===== config.mk =====
export PLATFORM = sky130hd
export DESIGN_NAME = srff_bank
export DESIGN_NICKNAME = d
export VERILOG_FILES = /design/src/rtl/srff_pkg.sv /design/src/rtl/srff_cell.sv /design/src/rtl/srff_bank.sv
export SDC_FILE = /design/constraint.sdc
export NUM_CORES = 1
export LEC_CHECK = 0
export CORE_MARGIN = 2
export CORE_UTILIZATION = 31
export CTS_CLUSTER_DIAMETER = 50
export DETAILED_ROUTE_END_ITERATION = 10
export GPL_ROUTABILITY_DRIVEN = 0
export HOLD_SLACK_MARGIN = 0.02
export PLACE_DENSITY = 0.72
export REMOVE_ABC_BUFFERS = 1
export SLEW_MARGIN = 20
export SYNTH_ARGS = -nofsm -noshare
export SYNTH_HDL_FRONTEND = slang
export SYNTH_SLANG_ARGS = --single-unit

===== constraint.sdc =====
create_clock -name clk -period 2 [get_ports clk]
set_input_delay 0.5 -clock clk [delete_from_list [all_inputs] [get_ports clk]]
set_output_delay 0.5 -clock clk [all_outputs]
set_load 0.03 [all_outputs]

===== src/rtl/srff_pkg.sv =====
// Shared mode encoding and single-bit next-state rule for the SR flip-flop bank.
package srff_pkg;

  localparam logic [1:0] SRFF_SET_DOM = 2'd0;
  localparam logic [1:0] SRFF_RST_DOM = 2'd1;
  localparam logic [1:0] SRFF_TOGGLE  = 2'd2;
  localparam logic [1:0] SRFF_HOLD    = 2'd3;

  function automatic logic srff_next(input logic [1:0] mode, input logic s, input logic r,
                                     input logic q);
    logic nxt;
    nxt = q;
    unique case ({s, r})
      2'b10: nxt = 1'b1;
      2'b01: nxt = 1'b0;
      2'b00: nxt = q;
      default: begin
        // Both strobes active: the bank's conflict policy decides.
        unique case (mode)
          SRFF_SET_DOM: nxt = 1'b1;
          SRFF_RST_DOM: nxt = 1'b0;
          SRFF_TOGGLE:  nxt = ~q;
          default:      nxt = q;
        endcase
      end
    endcase
    return nxt;
  endfunction

endpackage


===== src/rtl/srff_cell.sv =====
// One SR flip-flop channel: state, change-detect pulse and sticky conflict flag.
module srff_cell
  import srff_pkg::*;
#(
  parameter logic [1:0] MODE      = SRFF_SET_DOM,
  parameter logic       RESET_VAL = 1'b0
) (
  input  logic clk,
  input  logic rst,
  input  logic en,
  input  logic s,
  input  logic r,
  input  logic conflict_clr,
  output logic q,
  output logic changed,
  output logic conflict
);

  logic q_d, q_q;
  logic changed_d, changed_q;
  logic conflict_d, conflict_q;

  always_comb begin
    q_d        = en ? srff_next(MODE, s, r, q_q) : q_q;
    changed_d  = q_d != q_q;
    // A conflict arriving on the clearing edge takes priority over the clear.
    conflict_d = (en & s & r) | (conflict_q & ~conflict_clr);
  end

  always_ff @(posedge clk) begin
    if (rst) begin
      q_q        <= RESET_VAL;
      changed_q  <= 1'b0;
      conflict_q <= 1'b0;
    end else begin
      q_q        <= q_d;
      changed_q  <= changed_d;
      conflict_q <= conflict_d;
    end
  end

  assign q        = q_q;
  assign changed  = changed_q;
  assign conflict = conflict_q;

endmodule


===== src/rtl/srff_bank.sv =====
// Bank of WIDTH independent SR flip-flops with shared enable, conflict clear and reset.
module srff_bank
  import srff_pkg::*;
#(
  parameter int unsigned          WIDTH     = 8,
  parameter int unsigned          MODE      = 32'(SRFF_SET_DOM),
  parameter logic [WIDTH-1:0]     RESET_VAL = '0
) (
  input  logic             clk,
  input  logic             rst,
  input  logic             en,
  input  logic [WIDTH-1:0] s,
  input  logic [WIDTH-1:0] r,
  input  logic             conflict_clr,
  output logic [WIDTH-1:0] q,
  output logic [WIDTH-1:0] qbar,
  output logic [WIDTH-1:0] changed,
  output logic [WIDTH-1:0] conflict
);

  localparam logic [1:0] ModeSel = MODE[1:0];

  if (MODE > 32'd3) begin : g_bad_mode
    $fatal(1, "srff_bank: illegal MODE %0d", MODE);
  end
  if (WIDTH < 1 || WIDTH > 64) begin : g_bad_width
    $fatal(1, "srff_bank: WIDTH %0d out of range 1..64", WIDTH);
  end

  for (genvar i = 0; i < WIDTH; i++) begin : g_cell
    srff_cell #(
      .MODE      (ModeSel),
      .RESET_VAL (RESET_VAL[i])
    ) u_cell (
      .clk          (clk),
      .rst          (rst),
      .en           (en),
      .s            (s[i]),
      .r            (r[i]),
      .conflict_clr (conflict_clr),
      .q            (q[i]),
      .changed      (changed[i]),
      .conflict     (conflict[i])
    );
  end

  // Derived from the registered state, so still free of input-to-output paths.
  assign qbar = ~q;

endmodule


### Word-level counts from Yosys, hierarchy flattened

Index checks and enable logic that the tools add are counted.

* eq/ne operators: 16
* muxes and demuxes: 16
* bitwise logic cells: 34
* reduce and logical (&&, ||, !) cells: 8

Operators with widths (count)
* bitwise AND 1 bit: 24
* equality test 2 x 1 -> 1 bit (second input constant): 8
* logical NOT 2 bit: 8
* one-hot mux 1 bit (2 select lines): 8
* 2-to-1 mux 1 bit: 8
* != test 1 bit: 8
* NOT 8 bit: 1
* bitwise OR 1 bit: 8
* NOT 1 bit: 1

* bits in registers: 24
* bits of input ports: 20
* output and inout bits: 32
* word-level logic and storage cells: 98

### Logic depth before layout (Yosys ltp)

Gate-level depths: netlist of run 1.

* depth after elaboration: 4
* depth in mapped cells: 4
* gate-level depth less buffers: 2

### Cells and area by module

A second synthesis of run 1 with hierarchy kept.

* cell total of the unflattened synthesis: 112
* area total of the unflattened synthesis: 1021.0 sq um

By module, submodules not included
* srff_cell: times used 8, cells each 13, area each 123.9 sq um, sequential area each 60.1 sq um
* srff_bank: times used 1, cells each 8, area each 30.0 sq um, sequential area each 0.0 sq um

### Least setup slack after synthesis of run 1

No wires, ideal clock.

* path type: input to register
* start: input port en
* end: register g_cell[1].u_cell.q_q
* library setup time: 0.066 ns
* arrival time: 1.014 ns
* data required time: 1.934 ns
* slack: 0.920 ns
* stages on the path: 4
* buffers on the path: 2
* cell sequence: buf_6 buf_6 a21bo_1 a21oi_2

* longest elaborated chain between the ends: 1

Ends and longest elaborated chain
* start, declared: line srff_bank.sv:11 `input logic en,`
* 2-to-1 mux 1 bit: line srff_cell.sv:24 `q_d = en ? srff_next(MODE, s, r, q_q) : q_q;`
* end signal, assigned: line srff_cell.sv:36 `q_q <= q_d;`
* end, declared: line srff_cell.sv:19 `logic q_d, q_q;`

Every way passes these cells.
A chain may end at the register's enable or synchronous reset.

### Worst setup path in the final report of run 1

* start: register g_cell[0].u_cell.q_q
* end: output port q[0]

RTL lines
* start, declared: line srff_cell.sv:19
* start signal, assigned: line srff_cell.sv:36
* end, declared: line srff_bank.sv:15 `output logic [WIDTH-1:0] q,`

No word-level cell between the ends.

==> results of run 1 <==
[cell type report]
class	instances	share of cell area, %
timing repair buffer	53	32.7
sequential	24	29.9
multi-input combinational	73	28.3
tap	48	3.74
clock buffer	4	3.43
inverter	8	1.87
[routing by layer]
metal  global-route usage (%)  vias up  wire length [um]  part of all wire (%)
li1                         -      471                 -                     -
met1                     14.7      389              1130                    49
met2                     16.0       38               957                    42
met3                     2.56        2               190                   8.3
met4                     3.83        0                 8                  0.35
met5                        0        -                 0                     0
[flip-flops by register name (all words and copies together) (netlist names)]
register                flops
g_cell.u_cell.conflict      8
g_cell.u_cell.changed       8
g_cell.u_cell.q             8
[cell usage in the layout (no fill, tap or decap)]
master / synthesis / routed
a21bo_2: 4 / 4
a21oi_1: 21 / 21
dfxtp_1: 24 / 24
nand2b_4: 1 / 1
buf_4: 25 / 2
nand2b_1: 16 / 16
a21bo_1: 4 / 4
nand2_1: 8 / 8
clkbuf_8: 0 / 4
inv_1: 8 / 8
a21oi_2: 3 / 3
clkdlybuf4s50_1: 0 / 51
nand3_1: 8 / 8
nand3b_1: 8 / 8
[path summary, 6_finish.rpt]
check                                          startpoint                   endpoint  slack [ns]  cells past startpoint
worst min-delay path            g_cell[7].u_cell.conflict  g_cell[7].u_cell.conflict        0.47                      2
worst max register to register         g_cell[0].u_cell.q         g_cell[0].u_cell.q        1.19                      2
worst max-delay path                   g_cell[0].u_cell.q                       q[0]        0.16                      1
worst min register to register  g_cell[7].u_cell.conflict  g_cell[7].u_cell.conflict        0.47                      2
[power groups by stage]
stage	combinational [W]	clock (W)	sequential (W)
floorplan	0.0000719	0	0.000572
global placement	0.000252	0	0.000528
detailed placement	0.000253	0	0.000528
CTS	0.000254	0.000339	0.000517
global route	0.000268	0.000361	0.000521
finish	0.000251	0.000323	0.000516
[worst min-delay path, cell delays in order (launching register included)]
cell      delay, ns
dfxtp_1        0.31
nand2b_1       0.06
a21oi_1        0.06
[kinds of logic (layout without fill, tap and decap cells)]
family / Yosys count / count (layout)
buf+inv: 38 / 65
flops: 24 / 24
simple gates: 41 / 41
compound gates: 32 / 32
[per-stage QoR]
| stage | utilization [%] | power [W] | instance area [um^2] | hold slack (ns) |
|---|---|---|---|---|
| global route | 43.6 | 0.00115 | 1610 | 0.505 |
| global placement | 42.1 | 0.000779 | 1550 | 0.457 |
| floorplan | - | 0.000644 | 966 | 0.562 |
| detailed placement | 42.1 | 0.000781 | 1550 | 0.466 |
| finish | 43.6 | 0.00109 | 1610 | 0.474 |
| CTS | 43.6 | 0.00111 | 1610 | 0.480 |
[synth_stat cells]
master / number / area, um^2
buf_4: 25 / 188
dfxtp_1: 24 / 480
a21oi_1: 21 / 105
nand2b_1: 16 / 100
inv_1: 8 / 30.0
nand2_1: 8 / 30.0
nand3_1: 8 / 40.0
nand3b_1: 8 / 60.1
a21bo_1: 4 / 40.0
a21bo_2: 4 / 40.0
a21oi_2: 3 / 26.3
buf_6: 3 / 33.8
buf_2: 2 / 10.0
nand2b_4: 1 / 13.8
==> key figures, run 1 <==
Clock network
  • Quantity of hold-fixing buffers added after cts: 0
  • Master cell of the clock root buffer: clkbuf_8
  • Number of buffers created by CTS: 3
  • CTS-repair resized insts: 0
  • Sink count of the clock tree: 24
  • Buffers inserted during post-CTS setup optimization: 0
  • CTS tree: yes
  • Clk Latency, worst-skew pair: approximately 0.26 ns
  • Clock edge transition at the registers on the reported setup and hold paths: 0.09 ns
  • # H-tree levels: 1
  • Longest Clk Path Bufs: 2

Logic synthesis
  • Post-Syn Area per Cell: a little under 9 um^2
  • Share of cell area taken by muxes after synthesis: 0%
  • Xor-xnor portion of the synthesized cell area: 0%
  • Number of synthesis warnings: 0
  • Cell count after synthesis: about 140
  • Seq/Total Area, Yosys: 40.1%
  • Number of different library cells in the post-synthesis netlist: 14
  • Share of synthesized cell area in and, or, nand and nor gates: 20.4%
  • Post-Syn Area: 1200 um^2
  • Adder-cell share of the synthesized area: 0%
  • Synth Area in Compound Gates: 17.7%
  • Combinational family with the most area after synthesis: buffers and inverters
  • Register bit count reported by yosys: 24

Timing
  • Aggregate negative setup slack: 0 ns
  • Final critical-path share of the clock period: 92.2%
  • Unrepaired setup endpoints after global routing: false
  • Transition time of the tightest slew-check pin: 0.326 ns
  • Final Worst Setup Slack: about 0.16 ns
  • Shortest clock period the worst path allows after layout: 1.84 ns
  • Max-slew headroom: 78.2%
  • Max Clk Rate: 542 MHz
  • Worst Skew: 0.000182 ns
  • Pins over their slew limit: 0
  • Hold Vio Cnt, Final: 0
  • Number of endpoints failing setup at the final stage: 0

Power
  • Part of the total power dissipated in the clock network: 29.6%
  • Int Power: 0.000799 W
  • Pwr dens: 679 nW/um^2
  • Switching pwr: between 0.0002 and 0.0003 W
  • Part of the total power dissipated in combinational logic: 23.0%
  • Static leakage: a little under 0.6 nW
  • Sw frac: roughly 27%
  • Share of power burned in registers: 47.3%
  • Peak ir drop on the vdd network: approximately 0.25 mV

Die
  • Number of rows in the core area: 22
  • Core region area: about 3700 um^2
  • Y dimension of the die: ~66 um
  • IO Pins: 52
  • Die ar.: 4380 um^2
  • Die Width: 66.2 um
  • Initial standard-cell utilization of the core: 32.5%

Global route
  • First-pass GRT wire length: between 3000 and 4000 um
  • Pin count of the biggest net entering global routing: 26
  • Via count of the first global-routing pass: 802
  • Number of antenna violations at the first check in global routing: 0
  • Global-route total usage across every layer: 10.6%
  • Total global routing overflow: 0

Detailed routing
  • Drt initial violations: 39
  • Vias per Instance: around 4.3
  • Final antenna-violating net count: 0
  • Sum of routed wire length over all layers: 2290 um
  • Total via count in the routed design: 900
  • Detailed-route DRC error count: 0
  • Number of detailed-routing iterations run before antenna repair: 4
  • Routed wire per std cell: approximately 11 um

Setup path
  • Family of cells with the greatest summed delay on the critical path: buffers and inverters
  • Crit end category: output port
  • Arrival time reported for the critical path endpoint: 1.34 ns
  • Critical Setup Path Class: reg -> out
  • Nature of the critical path startpoint: register
  • Peak fanout along the critical path: 5
  • CP max stage delay: 0.69 ns
  • Critical Path, Cell by Cell: clkdlybuf4s50_1
  • Highest-delay cell along the critical path: clkdlybuf4s50_1
  • Number of buffer and inverter stages on the critical path: 1
  • Endpoint required time on the critical path: 1.50 ns

Status
  • Run status: completed

Finish
  • Fillers: 381
  • Final antenna diode count: 0
  • Footprint of the multi-input gates: 455 um^2
  • Layout cells sized above 1: 8.64%
  • Layout overhead on the synthesized area: 34.2%
  • Non-filler cells, final: 210
  • Storage element area: 480 um^2
  • Number of nets at the end of the flow: 183

Placement
  • Pre-CTS setup slack: 0.412 ns
  • Estimated wirelength of the detail-placed design: 1660 um
  • DP Cell Count: roughly 200
  • I/O Buffers: approximately 50

Min path
  • Path type of the worst min-delay path: reg -> reg

Flow run
  • MaxCap Viol Count: 0
Note: power is estimated with default switching activity, not from simulation.
==> run 2, diff against run 1 <==
- CAP_MARGIN: default -> 10
- CORE_MARGIN: 2 -> 5
==> run 2 against run 1 <==
- via count up 2.7%
- design area up 0.47%
- clock power up 3%
- clock skew is 0.0030 ns higher
- worst setup slack got worse by 0.0016 ns
- wire length rose by 6.9%
==> key figures, run 2 (same netlist as run 1, synthesis figures left out) <==
Setup path
  • Number of buffer and inverter stages on the critical path: 1 (unchanged)
  • Nature of the critical path startpoint: register
  • Crit end category: output port
  • Endpoint required time on the critical path: 1.50 ns (about the same)
  • Family of cells with the greatest summed delay on the critical path: buffers and inverters
  • CP max stage delay: 0.69 ns (about the same)
  • Critical Path, Cell by Cell: clkdlybuf4s50_1
  • Critical Setup Path Class: reg -> out
  • Arrival time reported for the critical path endpoint: 1.35 ns (about the same)
  • Highest-delay cell along the critical path: clkdlybuf4s50_1
  • Peak fanout along the critical path: 5 (unchanged)

Power
  • Pwr dens: 683 nW/um^2 (+0.60%)
  • Static leakage: 0.592 nW (+0.82%)
  • Switching pwr: 0.000302 W (+3.4%)
  • Part of the total power dissipated in the clock network: 30.1% (+0.5 points)
  • Peak ir drop on the vdd network: 0.268 mV (+5.5%)
  • Sw frac: 27.4% (+0.63 points)
  • Share of power burned in registers: 46.8% (-0.5 points)
  • Part of the total power dissipated in combinational logic: 23.1% (about the same)
  • Int Power: 0.000801 W (+0.20%)

Die
  • Initial standard-cell utilization of the core: 32.5% (unchanged)
  • Die ar.: 5210 um^2 (+19%)
  • Number of rows in the core area: 22 (unchanged)
  • Die Width: 72.2 um (+9.1%)
  • Core region area: 3690 um^2 (unchanged)
  • Y dimension of the die: 72.2 um (+9.1%)
  • IO Pins: 52 (unchanged)

Clock network
  • Longest Clk Path Bufs: 2 (unchanged)
  • CTS-repair resized insts: 0 (unchanged)
  • Number of buffers created by CTS: 3 (unchanged)
  • Clk Latency, worst-skew pair: 0.26 ns (about the same)
  • # H-tree levels: 1 (unchanged)
  • Clock edge transition at the registers on the reported setup and hold paths: 0.09 ns (about the same)
  • Master cell of the clock root buffer: clkbuf_8
  • CTS tree: yes
  • Sink count of the clock tree: 24 (unchanged)
  • Quantity of hold-fixing buffers added after cts: 0 (unchanged)
  • Buffers inserted during post-CTS setup optimization: 0 (unchanged)

Timing
  • Transition time of the tightest slew-check pin: 0.327 ns (+0.000859 ns)
  • Final critical-path share of the clock period: 92.3% (about the same)
  • Worst Skew: 0.00320 ns (+0.00302 ns)
  • Hold Vio Cnt, Final: 0 (unchanged)
  • Max Clk Rate: 542 MHz (about the same)
  • Aggregate negative setup slack: 0 ns (unchanged)
  • Max-slew headroom: 78.1% (about the same)
  • Pins over their slew limit: 0 (unchanged)
  • Number of endpoints failing setup at the final stage: 0 (unchanged)
  • Unrepaired setup endpoints after global routing: false
  • Hold slack final: 0.473 ns (-0.000996 ns)
  • Shortest clock period the worst path allows after layout: 1.85 ns (+0.00161 ns)

Finish
  • Number of nets at the end of the flow: 184 (+0.55%)
  • Final antenna diode count: 0 (unchanged)
  • Fillers: 367 (-3.7%)
  • Leading cell type in the layout, fill and taps excluded: clkdlybuf4s50_1
  • Area of all placed cells without fillers: 1610 um^2 (+0.47%)
  • Layout overhead on the synthesized area: 34.8%
  • Most frequent cells in the layout: clkdlybuf4s50_1, dfxtp_1, a21oi_1, nand2b_1
  • Layout cells sized above 1: 9.20% (+0.56 points)

Status
  • Run status: completed

Detailed routing
  • Total via count in the routed design: 924 (+2.7%)
  • Vias per Instance: 4.38 (+2.2%)
  • Final antenna-violating net count: 0 (unchanged)
  • Sum of routed wire length over all layers: 2440 um (+6.9%)
  • Detailed-route DRC error count: 0 (unchanged)
  • Routed wire per std cell: 11.6 um (+6.4%)
  • Number of detailed-routing iterations run before antenna repair: 4 (unchanged)
  • Drt initial violations: 53 (+36%)

Global route
  • Global-route total usage across every layer: 9.05% (-1.6 points)
  • Via count of the first global-routing pass: 833 (+3.9%)
  • Total global routing overflow: 0 (unchanged)
  • Number of antenna violations at the first check in global routing: 0 (unchanged)
  • Pin count of the biggest net entering global routing: 26 (unchanged)
  • First-pass GRT wire length: 3720 um (+4.7%)

Placement
  • I/O Buffers: 51 (unchanged)
  • Instance area after placement: 1560 um^2 (+0.48%)
  • Estimated wirelength of the detail-placed design: 1800 um (+8.5%)

Min path
  • Path type of the worst min-delay path: reg -> reg

Flow run
  • MaxCap Viol Count: 0 (unchanged)
-- run 2: final cells by class --
type / instances / area [um^2] / area share, %
clock buffers: 4 / 55.1 / 3.41
flip-flops and latches: 24 / 480 / 29.8
multi-input cells: 73 / 455 / 28.2
repair buffers: 54 / 533 / 33.0
inverters: 8 / 30.0 / 1.86
well taps: 48 / 60.1 / 3.72
-- run 2: power by group through the flow --
stage	Clock [W]	Sequential (W)	Combinational (W)
2_1_floorplan	0	0.000572	0.0000719
3_3_place_gp	0	0.000527	0.000256
3_5_place_dp	0	0.000528	0.000255
4_1_cts	0.000343	0.000517	0.000257
5_1_grt	0.000361	0.000521	0.000271
6_report	0.000332	0.000516	0.000254
-- run 2: path summary, 6_finish.rpt --
path,slack [ns],cells past startpoint,end,startpoint
worst min-delay path,0.47,2,g_cell[7].u_cell.conflict,g_cell[7].u_cell.conflict
worst max register to register,1.18,2,g_cell[5].u_cell.q,g_cell[5].u_cell.q
worst max-delay path,0.15,1,q[3],g_cell[3].u_cell.q
worst min register to register,0.47,2,g_cell[7].u_cell.conflict,g_cell[7].u_cell.conflict
-- run 2: stage by stage --
step	setup slack, ns	total power (W)	utilization, %	instances
global placement	0.427	0.000783	42.3	207
finish	0.154	0.00110	43.8	211
floorplan	0.751	0.000644	-	105
CTS	0.136	0.00112	43.8	211
global route	0.0847	0.00115	43.8	211
detailed placement	0.410	0.000784	42.3	207
-- run 2: routing by layer --
metal	global-route usage [%]	up-vias	share of wire, %
met2	13.7	36	42
met4	2.51	0	0.45
met5	0	-	0
met1	12.1	413	47
li1	-	473	-
met3	3.32	2	10
==> run 3, diff against run 2 <==
- ABC_AREA: default -> 1
- PLACE_DENSITY: 0.72 -> 0.73
==> run 3 against run 2 <==
- clock skew down 0.0015 ns
- power up 1.6%
- non-clock buffer count down 1
- critical path type unchanged
- maximum frequency down 1.4%
- sequential share of layout area up 0.26 points
- final cell count up 14%
- flip-flop and latch count unchanged
- register-to-register slack better by 0.05 ns
- largest power group unchanged
- largest cell class unchanged
- design area down 0.85%
- via count up 9.6%
==> key figures, run 3 <==
Logic synthesis
  • Share of synthesized cell area in and, or, nand and nor gates: 23.1% (+2.7 points)
  • Number of different library cells in the post-synthesis netlist: 8 (-6)
  • Most used standard cell by instance count after synthesis: nand2_1
  • Register bit count reported by yosys: 24 (unchanged)
  • Synth Area in Compound Gates: 9.53% (-8.1 points)
  • Number of synthesis warnings: 0 (unchanged)
  • EDFF count, synth: 0 (unchanged)
  • Commonest cells post-synth: nand2_1, buf_4, dfxtp_1, inv_1, a21oi_1
  • Seq/Total Area, Yosys: 41.6% (+1.5 points)
  • Combinational family with the most area after synthesis: buffers and inverters
  • Leading cell types by total area after synthesis: dfxtp_1, buf_4, nand2_1, a21oi_1, inv_1
  • Largest area contributor in the synthesized netlist: dfxtp_1
  • Cell count after synthesis: 165 (+22%)
  • Most used DFF post-synth: dfxtp_1
  • Share of cell area taken by muxes after synthesis: 0% (unchanged)
  • Xor-xnor portion of the synthesized cell area: 0% (unchanged)
  • Top cell type's share of synthesized area: 41.6% (+1.5 points)
  • Post-Syn Area per Cell: 7.00 um^2 (-21%)
  • Adder-cell share of the synthesized area: 0% (unchanged)
  • Proportion of register bits with asynchronous set or reset after synthesis: 0% (unchanged)
  • Post-Syn Area: 1150 um^2 (-3.6%)

Detailed routing
  • Drt initial violations: 39 (-26%)
  • Detailed-route DRC error count: 0 (unchanged)
  • Number of detailed-routing iterations run before antenna repair: 4 (unchanged)
  • Vias per Instance: 4.20 (-4.0%)
  • Routed wire per std cell: 10.4 um (-9.8%)
  • Total via count in the routed design: 1013 (+9.6%)
  • Sum of routed wire length over all layers: 2520 um (+3.0%)
  • Final antenna-violating net count: 0 (unchanged)

Setup path
  • Critical Setup Path Class: reg -> out
  • Number of buffer and inverter stages on the critical path: 2 (+1)
  • Crit end category: output port
  • Nature of the critical path startpoint: register
  • Reg2Reg Setup Slack: 1.23 ns (+0.05 ns)
  • Highest-delay cell along the critical path: clkdlybuf4s50_1
  • Critical Path, Cell by Cell: inv_1, clkdlybuf4s50_1
  • Family of cells with the greatest summed delay on the critical path: buffers and inverters
  • CP max stage delay: 0.67 ns (-0.02 ns)
  • Arrival time reported for the critical path endpoint: 1.37 ns (+0.02 ns)
  • Endpoint required time on the critical path: 1.50 ns (about the same)
  • Peak fanout along the critical path: 4 (-1)

Clock network
  • Clock edge transition at the registers on the reported setup and hold paths: 0.09 ns (about the same)
  • Buffers inserted during post-CTS setup optimization: 0 (unchanged)
  • Sink count of the clock tree: 24 (unchanged)
  • # H-tree levels: 1 (unchanged)
  • Quantity of hold-fixing buffers added after cts: 0 (unchanged)
  • CTS-repair resized insts: 0 (unchanged)
  • Longest Clk Path Bufs: 2 (unchanged)
  • Clk Latency, worst-skew pair: 0.26 ns (about the same)
  • Number of buffers created by CTS: 3 (unchanged)
  • CTS tree: yes
  • Master cell of the clock root buffer: clkbuf_8

Global route
  • Number of antenna violations at the first check in global routing: 0 (unchanged)
  • Total global routing overflow: 0 (unchanged)
  • Via count of the first global-routing pass: 953 (+14%)
  • Global-route total usage across every layer: 10.2% (+1.1 points)
  • Pin count of the biggest net entering global routing: 32 (+23%)
  • First-pass GRT wire length: 4180 um (+12%)

Finish
  • Layout overhead on the synthesized area: 38.6%
  • Core Util, Final: 44.0% (+0.28 points)
  • Final antenna diode count: 0 (unchanged)
  • Layout cells sized above 1: 3.11% (-6.1 points)
  • Area of all placed cells without fillers: 1600 um^2 (-0.85%)
  • Number of nets at the end of the flow: 214 (+16%)
  • Most frequent cells in the layout: clkdlybuf4s50_1, nand2_1, inv_1, dfxtp_1, a21oi_1
  • Non-filler cells, final: 241 (+14%)
  • Fillers: 386 (+5.2%)
  • Leading cell type in the layout, fill and taps excluded: clkdlybuf4s50_1

Die
  • Number of rows in the core area: 22 (unchanged)
  • Initial standard-cell utilization of the core: 31.8% (-0.68 points)
  • IO Pins: 52 (unchanged)
  • Die ar.: 5050 um^2 (-3.1%)
  • Y dimension of the die: 71.0 um (-1.5%)
  • Core region area: 3630 um^2 (-1.5%)
  • Die Width: 71.0 um (-1.5%)

Timing
  • Unrepaired setup endpoints after global routing: false
  • Pins over their slew limit: 0 (unchanged)
  • Number of endpoints failing setup at the final stage: 0 (unchanged)
  • Hold Vio Cnt, Final: 0 (unchanged)
  • Aggregate negative setup slack: 0 ns (unchanged)
  • Worst Skew: 0.00170 ns (-0.00150 ns)
  • Max Clk Rate: 534 MHz (-1.4%)
  • Transition time of the tightest slew-check pin: 0.336 ns (+0.00920 ns)
  • Final critical-path share of the clock period: 93.6% (+1.3 points)
  • Max-slew headroom: 77.5% (-0.62 points)
  • Shortest clock period the worst path allows after layout: 1.87 ns (+0.0264 ns)

Status
  • Run status: completed

Placement
  • I/O Buffers: 51 (unchanged)
  • DP Cell Count: 237 (+14%)
  • Estimated wirelength of the detail-placed design: 1870 um (+3.7%)
  • Instance area after placement: 1550 um^2 (-0.88%)

Power
  • Peak ir drop on the vdd network: 0.257 mV (-4.2%)
  • Pwr dens: 700 nW/um^2 (+2.5%)
  • Static leakage: 0.691 nW (+17%)

Flow run
  • MaxCap Viol Count: 0 (unchanged)

Min path
  • Path type of the worst min-delay path: reg -> reg
[run 3: cell count changes after synthesis]
cell	previous run	this run
nand2b_1	16	0
inv_1	8	24
a21oi_2	3	0
buf_2	2	4
buf_6	3	0
nand2b_4	1	0
a21bo_2	4	0
nor2_1	0	4
a21oi_1	21	22
nand3b_1	8	0
nand2_1	8	47
a21bo_1	4	0
nand3_1	8	15
[run 3: kinds of logic after synthesis]
family,Yosys count
AOI/OAI and AO/OA,22
DFF,24
buffers and inverters,53
and+or+nand+nor,66
[run 3: final timing paths]
check | start | to | cells after the start
worst max-delay path | g_cell[2].u_cell.q | qbar[2] | 2
worst max register to register | g_cell[0].u_cell.q | g_cell[0].u_cell.changed | 4
worst min-delay path | g_cell[6].u_cell.conflict | g_cell[6].u_cell.conflict | 2
worst min register to register | g_cell[6].u_cell.conflict | g_cell[6].u_cell.conflict | 2
[run 3: metal layers]
layer / global-route usage, % / vias up / part of all wire [%]
li1: - / 536 / -
met1: 12.9 / 439 / 47
met2: 15.8 / 38 / 45
met3: 3.41 / 0 / 8.1
met4: 4.18 / 0 / 0
met5: 0 / - / 0
[run 3: tightest hold or removal path: stages, from the launching register on]
cell     delay [ns]
dfxtp_1        0.32
nand2_1        0.06
a21oi_1        0.05
[run 3: metrics by stage]
step                total power (W)  hold WS [ns]  worst slack [ns]
CTS                         0.00114         0.470             0.117
detailed placement         0.000806         0.456             0.408
global route                0.00118         0.490            0.0531
global placement           0.000803         0.454             0.427
floorplan                  0.000657         0.569             0.750
finish                      0.00112         0.468             0.127
[run 3: power by group]
| group | total, W | internal (W) | switching, W |
|---|---|---|---|
| Sequential | 0.000520 | 0.000505 | 0.0000150 |
| Combinational | 0.000273 | 0.000122 | 0.000151 |
| Clock | 0.000328 | 0.000175 | 0.000152 |
| Total | 0.00112 | 0.000803 | 0.000318 |
[run 3: cell type report]
| cell class | count | area [um^2] | share of cell area [%] |
|---|---|---|---|
| Timing Repair Buffer | 53 | 538 | 33.6 |
| Sequential cell | 24 | 480 | 30.0 |
| Multi-Input combinational cell | 88 | 377 | 23.5 |
| Inverter | 24 | 90.1 | 5.63 |
| Tap cell | 48 | 60.1 | 3.75 |
| Clock buffer | 4 | 55.1 | 3.44 |
